$ cat config.mk
export PLATFORM = sky130hd
export DESIGN_NAME = score_digit_render_flat
export DESIGN_NICKNAME = d
export VERILOG_FILES = /design/src/rtl/score_digit_render_if.sv /design/src/rtl/score_digit_render.sv /design/src/flat_wrapper.sv
export SDC_FILE = /design/constraint.sdc
export NUM_CORES = 1
export LEC_CHECK = 0
export CORE_UTILIZATION = 40
export DETAILED_ROUTE_END_ITERATION = 16
export SYNTH_ARGS = -nofsm -noshare
export SYNTH_HDL_FRONTEND = slang
export SYNTH_SLANG_ARGS = --single-unit
$ cat constraint.sdc
create_clock -name clk -period 2.5 [get_ports clk]
set_input_delay 0.5 -clock clk [delete_from_list [all_inputs] [get_ports clk]]
set_output_delay 0.5 -clock clk [all_outputs]
set_load 0.05 [all_outputs]
$ cat src/rtl/score_digit_render_if.sv
// Pixel-stream bundle between the sync generator/score counter and the digit renderer.
// master drives pixel position, video flag, frame pulse and digits; slave returns pixel-on.
interface score_digit_render_if;
  logic       video_on;
  logic [9:0] pixel_x;
  logic [9:0] pixel_y;
  logic       frame_start;
  logic [3:0] dig1;
  logic [3:0] dig0;
  logic [3:0] dig;
  logic       pix_on;
  logic       video_on_d;

  modport master (
    output video_on, pixel_x, pixel_y, frame_start, dig1, dig0, dig,
    input  pix_on, video_on_d
  );

  modport slave (
    input  video_on, pixel_x, pixel_y, frame_start, dig1, dig0, dig,
    output pix_on, video_on_d
  );
endinterface

$ cat src/rtl/score_digit_render.sv
// Renders a 3-digit BCD score as scaled 8x16 glyphs in a fixed box, 2-cycle pixel latency.
// Define LEADING_ZERO_BLANK_EN to blank leading zeros in the hundreds and tens slots.
module score_digit_render #(
  parameter int unsigned X0         = 560,
  parameter int unsigned Y0         = 16,
  parameter int unsigned SCALE_LOG2 = 1
) (
  input logic                 clk,
  input logic                 reset,
  score_digit_render_if.slave px_io
);

  localparam int unsigned BoxW = 24 << SCALE_LOG2;
  localparam int unsigned BoxH = 16 << SCALE_LOG2;

  // IBM VGA 8x16 digits, row 0 in the top byte, bit 7 of each row is the leftmost column.
  function automatic logic [7:0] glyph_row(input logic [3:0] code, input logic [3:0] r);
    logic [127:0] g;
    logic [127:0] sh;
    case (code)
      4'd0:    g = 128'h00007cc6c6cedef6e6c6c67c00000000;
      4'd1:    g = 128'h00001838781818181818187e00000000;
      4'd2:    g = 128'h00007cc6060c183060c0c6fe00000000;
      4'd3:    g = 128'h00007cc606063c060606c67c00000000;
      4'd4:    g = 128'h00000c1c3c6cccfe0c0c0c1e00000000;
      4'd5:    g = 128'h0000fec0c0c0fc060606c67c00000000;
      4'd6:    g = 128'h00003860c0c0fcc6c6c6c67c00000000;
      4'd7:    g = 128'h0000fec606060c183030303000000000;
      4'd8:    g = 128'h00007cc6c6c67cc6c6c6c67c00000000;
      4'd9:    g = 128'h00007cc6c6c67e0606060c7800000000;
      default: g = '0;
    endcase
    sh = g << {r, 3'b000};
    return sh[127:120];
  endfunction

  logic [3:0] shadow_h_q, shadow_t_q, shadow_o_q;

  // Stage 1
  logic [9:0] rx, ry;
  logic       in_box;
  logic [1:0] slot;
  logic [2:0] col_d;
  logic [3:0] row_d;
  logic [3:0] code_d;

  logic       in_box_q;
  logic       video_on_d1_q;
  logic [3:0] code_q;
  logic [3:0] row_q;
  logic [2:0] col_q;

  // Stage 2
  logic [7:0] glyph_bits;
  logic       pix_on_d;
  logic       pix_on_q;
  logic       video_on_d2_q;

  always_comb begin
    // 10-bit wrap makes left/above-box pixels huge, so one unsigned compare covers both sides.
    rx     = px_io.pixel_x - 10'(X0);
    ry     = px_io.pixel_y - 10'(Y0);
    in_box = (rx < 10'(BoxW)) && (ry < 10'(BoxH));
    slot   = 2'(rx >> (3 + SCALE_LOG2));
    col_d  = 3'(rx >> SCALE_LOG2);
    row_d  = 4'(ry >> SCALE_LOG2);
    case (slot)
      2'd0:    code_d = shadow_h_q;
      2'd1:    code_d = shadow_t_q;
      default: code_d = shadow_o_q;
    endcase
`ifdef LEADING_ZERO_BLANK_EN
    if ((slot == 2'd0) && (shadow_h_q == 4'd0)) begin
      code_d = 4'd15;
    end
    if ((slot == 2'd1) && (shadow_h_q == 4'd0) && (shadow_t_q == 4'd0)) begin
      code_d = 4'd15;
    end
`endif
  end

  always_comb begin
    glyph_bits = glyph_row(code_q, row_q);
    pix_on_d   = glyph_bits[3'd7 - col_q] & in_box_q & video_on_d1_q;
  end

  always_ff @(posedge clk or negedge reset) begin
    if (!reset) begin
      shadow_h_q    <= '0;
      shadow_t_q    <= '0;
      shadow_o_q    <= '0;
      in_box_q      <= 1'b0;
      video_on_d1_q <= 1'b0;
      code_q        <= '0;
      row_q         <= '0;
      col_q         <= '0;
      pix_on_q      <= 1'b0;
      video_on_d2_q <= 1'b0;
    end else begin
      // Stage 1 reads the pre-update shadow, so a coincident pixel sees the old digits.
      if (px_io.frame_start) begin
        shadow_h_q <= px_io.dig1;
        shadow_t_q <= px_io.dig0;
        shadow_o_q <= px_io.dig;
      end
      in_box_q      <= in_box;
      video_on_d1_q <= px_io.video_on;
      code_q        <= code_d;
      row_q         <= row_d;
      col_q         <= col_d;
      pix_on_q      <= pix_on_d;
      video_on_d2_q <= video_on_d1_q;
    end
  end

  assign px_io.pix_on     = pix_on_q;
  assign px_io.video_on_d = video_on_d2_q;

endmodule
$ cat src/flat_wrapper.sv
// flat-port wrapper written by rule: the top's interface ports become plain ports
module score_digit_render_flat 
#(
  parameter int unsigned X0         = 560,
  parameter int unsigned Y0         = 16,
  parameter int unsigned SCALE_LOG2 = 1
)
  (clk, reset, px_io_video_on, px_io_pixel_x, px_io_pixel_y, px_io_frame_start, px_io_dig1, px_io_dig0, px_io_dig, px_io_pix_on, px_io_video_on_d);
  score_digit_render_if px_io_i ();
  input logic clk;
  input logic reset;
  input wire logic [$bits(px_io_i.video_on)-1:0] px_io_video_on;
  input wire logic [$bits(px_io_i.pixel_x)-1:0] px_io_pixel_x;
  input wire logic [$bits(px_io_i.pixel_y)-1:0] px_io_pixel_y;
  input wire logic [$bits(px_io_i.frame_start)-1:0] px_io_frame_start;
  input wire logic [$bits(px_io_i.dig1)-1:0] px_io_dig1;
  input wire logic [$bits(px_io_i.dig0)-1:0] px_io_dig0;
  input wire logic [$bits(px_io_i.dig)-1:0] px_io_dig;
  output wire logic [$bits(px_io_i.pix_on)-1:0] px_io_pix_on;
  output wire logic [$bits(px_io_i.video_on_d)-1:0] px_io_video_on_d;
  assign px_io_i.video_on = px_io_video_on;
  assign px_io_i.pixel_x = px_io_pixel_x;
  assign px_io_i.pixel_y = px_io_pixel_y;
  assign px_io_i.frame_start = px_io_frame_start;
  assign px_io_i.dig1 = px_io_dig1;
  assign px_io_i.dig0 = px_io_dig0;
  assign px_io_i.dig = px_io_dig;
  assign px_io_pix_on = px_io_i.pix_on;
  assign px_io_video_on_d = px_io_i.video_on_d;
  score_digit_render #(.X0(X0), .Y0(Y0), .SCALE_LOG2(SCALE_LOG2)) u_core (.clk(clk), .reset(reset), .px_io(px_io_i));
endmodule
==> results list, run 1 <==
- Result of the run: finished clean
- After clock tree synthesis, the clock-pin slew on the worst setup and hold paths is approximately 0.10 ns.
* Setup Viol. Count Final: 0
- The library cell used most frequently in the layout, excluding fill and tap cells, is clkdlybuf4s50_1.
* Inserted Clock Buffers: 3
- The number of antenna violations at the first check in global routing was 0.
- The critical path runs through a total of 9 cells.
- Crit Path Class: reg2reg
- Antenna fix cells: 0
- At the end of routability-driven placement, the weighted congestion stood at 0.9143.
- Entering global routing, the biggest net connects 28 pins.
- Effective utilization at floorplan: approximately 43%
- Share of Yosys cell area claimed by the top area cell type: between 30% and 40%
- Setup repair after global routing left no endpoint under its margin.
- During synthesis, Yosys emitted a total of 0 warnings.
* Data arrival time of the critical path: 2.35 ns
- The via count of the first global-routing pass came to between 1,500 and 2,000.
* Dpl ws: between 0.2 and 0.25 ns
- Delay-heaviest family, CP: compound AO/OA/AOI/OAI gates
- Setup slack on the critical path of the routed design comes to between 0.3 and 0.4 ns.
- Synthesized area divided by synthesized cell count: between 8 and 9 sq um
* Post-synth ARST share: between 90% and 100%
- Compared with the post-synthesis result, the final layout area differs by 22.83%.
- Clock tree buffer depth: 2
- Remaining routing DRC violations: 0
- Wire length of the first global-routing pass: approximately 9500 microns
- Cell with the largest stage delay on the worst path: dfrtp_1
* CTS tree: yes
- IO Count: 38
- The later pin in the worst-skew pair is clocked with a latency of about 0.28 ns.
* Setup total negative slack: 0 ns
* Post-synthesis instance area: between 2000 and 2500 sq um
- Standard cell area after detailed placement: 2696 sq um
- Drt wl/cell: about 15 microns
- Summing all multi-input logic gate instances after layout gives between 1000 and 1500 sq um.
- Critical path's largest stage delay: 0.39 ns
- Register cell area after layout: 676.9 sq um
- In this run the tightest slew margin relative to its limit is around 64%.
* Detailed-route via count: around 2,100
- In this run the vertical extent of the chip is 76.77 microns.
* First DRT Iteration DRCs: about 200
* Number of distinct library cell variants in the gate-level netlist after synthesis: 59
* Worst hold slack: 0.4177 ns
- The routed design has around 5600 microns of wire.
* Sequential-to-total area share from yosys stat: a little under a third
- The worst setup path is launched from a flop.
- Post-layout min period: 2.197 ns
* Width of the chip: about 77 microns
* Sink count of the clock tree: 27
- Summed over all nets, the half-perimeter wirelength after detailed placement is around 4200 microns.
* Upper clock frequency limit: between 0.4 and 0.5 GHz
- At the end of the flow the core is filled with cells to a little over half.
- For the pin with the worst max-slew slack, the measured transition is 0.5318 ns.
* Type of the most critical hold path: reg2reg
- Top library cells by usage in the layout, fill and taps aside: clkdlybuf4s50_1 (35), dfrtp_1 (26), nand2_1 (18), a21oi_1 (18), nor2_1 (18)
- Total number of H-tree levels: 1
- Dividing the detail-routed via count by the number of cells gives about 5.8.
- In this run the standard cell core region covers 5238 sq um.
* Final worst clock skew: between 0.01 and 0.015 ns
- In the final design database the tool counted 340 nets.
- Aggregate global routing overflow: 0
- After technology mapping, the gate count stands at between 200 and 300.
- Count of buffers from port buffering: 35
* Final Hold Fails: 0
* Element type at the critical path end: flop
* Final design area excluding fillers: roughly 2700 sq um
- Fin crit share: between 80 and 90%
- Along the worst path, the maximum fanout reaches 8.
- The critical path goes through inv_1 -> ha_1 -> buf_12 -> nand2_1 -> a211oi_1 -> o2111ai_1 -> a311oi_1 -> a31oi_1 -> o32ai_1.
- Crit path buf inv count: 2
* CTS root buffer: clkbuf_8
* FP Rows: 26
- Of all cell types, the one taking the most synthesized area is dfrtp_1.
- Mapped Nets: 301
- Counting the fill cells in the layout gives a little under 500.
- Required time of the critical path: around 2.7 ns
* Max-slew violations: 0
- Once detail routing completed, the nets flagged for antenna violations numbered 0.
- Most frequently used flop master after synthesis: dfrtp_1
* Cell depth of the worst flop-to-flop path: 9
- Post-CTS Setup Inserts: 0
- Along the worst hold path, the cell count comes to 0.
- Die ar.: between 5000 and 6000 sq um
* Cell Pwr Density: ~500 nW/um^2
- All-Layer GR Usage: approximately 20%
* TritonRoute pass-1 iters: 4
* Count of state elements after synthesis: 27
* Static Leak: ~0.0011 uW
- Yosys mapped a number of flops with a built-in enable equal to 0.
- Share of layout cells above drive strength 1: between 10% and 20%
- Max-cap violations in this run came to 0.
* Largest voltage drop on the vdd net: about 320 uV
- Yosys attributes the largest share of cell area to dfrtp_1 (30%), ha_1 (6.7%), mux2_2 (6.5%).
layout make-up:
type                    count  area share (%)
clock buffers               3           1.503
clock inverters             1          0.2733
inverters                  12           1.640
multi-input cells         195           50.61
flip-flops and latches     27           24.65
well taps                  70           3.189
repair buffers             53           18.13
Yosys cell counts (4+ instances only):
cell type,n
dfrtp_1,27
a21oi_1,18
nand2_1,18
nor2_1,18
mux2_2,13
ha_1,12
inv_1,12
o21ai_0,11
buf_2,10
nor2b_1,9
nand2b_1,8
a31oi_1,6
a211oi_1,5
a22oi_1,5
mux2i_1,5
buf_6,4
o211ai_1,4
o22ai_1,4
final timing paths:
path | from | end | slack [ns]
worst max-delay path | u_core.code_q[1] | u_core.px_io.pix_on | 0.30
worst min-delay path | u_core.video_on_d1_q | u_core.px_io.video_on_d | 0.42
min in group asynchronous | reset | u_core.shadow_h_q[1] | 0.57
max in group asynchronous | reset | u_core.code_q[0] | 1.64
worst min register to register | u_core.video_on_d1_q | u_core.px_io.video_on_d | 0.42
worst max register to register | u_core.code_q[1] | u_core.px_io.pix_on | 0.30
state kept, by name, indices dropped and copies added (netlist names):
name,cells
u_core.code_q,4
u_core.col_q,3
u_core.in_box_q,1
u_core.px_io.pix_on,1
u_core.px_io.video_on_d,1
u_core.row_q,4
u_core.shadow_h_q,4
u_core.shadow_o_q,4
u_core.shadow_t_q,4
u_core.video_on_d1_q,1
metrics by stage:
stage                     total power, uW  std cells
after floorplan                     891.9        253
after global placement               1094        357
after detailed placement             1092        357
after CTS                            1342        361
after global routing                 1429        361
final                                1337        361
cell families after synthesis:
kind of cell    Yosys count  synth area share [%]
compound gates           86                 27.42
simple gates             77                 18.19
buf+inv                  31                 7.610
flops                    27                 30.22
mux                      19                 9.457
fa+ha+maj                12                 6.715
xor+xnor                  1                0.3918
routing by layer:
| metal | vias to the layer above | part of all wire, % | track usage, % |
|---|---|---|---|
| li1 | 1016 | - | - |
| met1 | 997 | 46 | 26.27 |
| met2 | 84 | 47 | 33.21 |
| met3 | 12 | 5.0 | 2.262 |
| met4 | 0 | 2.2 | 8.077 |
| met5 | - | 0 | 0 |
power breakdown:
part	internal [uW]	switching (uW)
clock	113	134
sequential	472	41.5
combinational	276	300
repair_timing:
action                                  CTS  global route
gates resized for setup                   0             1
hold buffers                              0             0
endpoints found under the setup margin    0             1
endpoints found under the hold margin     0             0
No activity file was read; power rests on OpenSTA's default activity.
==> run 2, diff against run 1 <==
CAP_MARGIN = 5   (was unset)
==> results of run 2 <==
The final DEF is identical to that of run 1; final timing and power are the same.
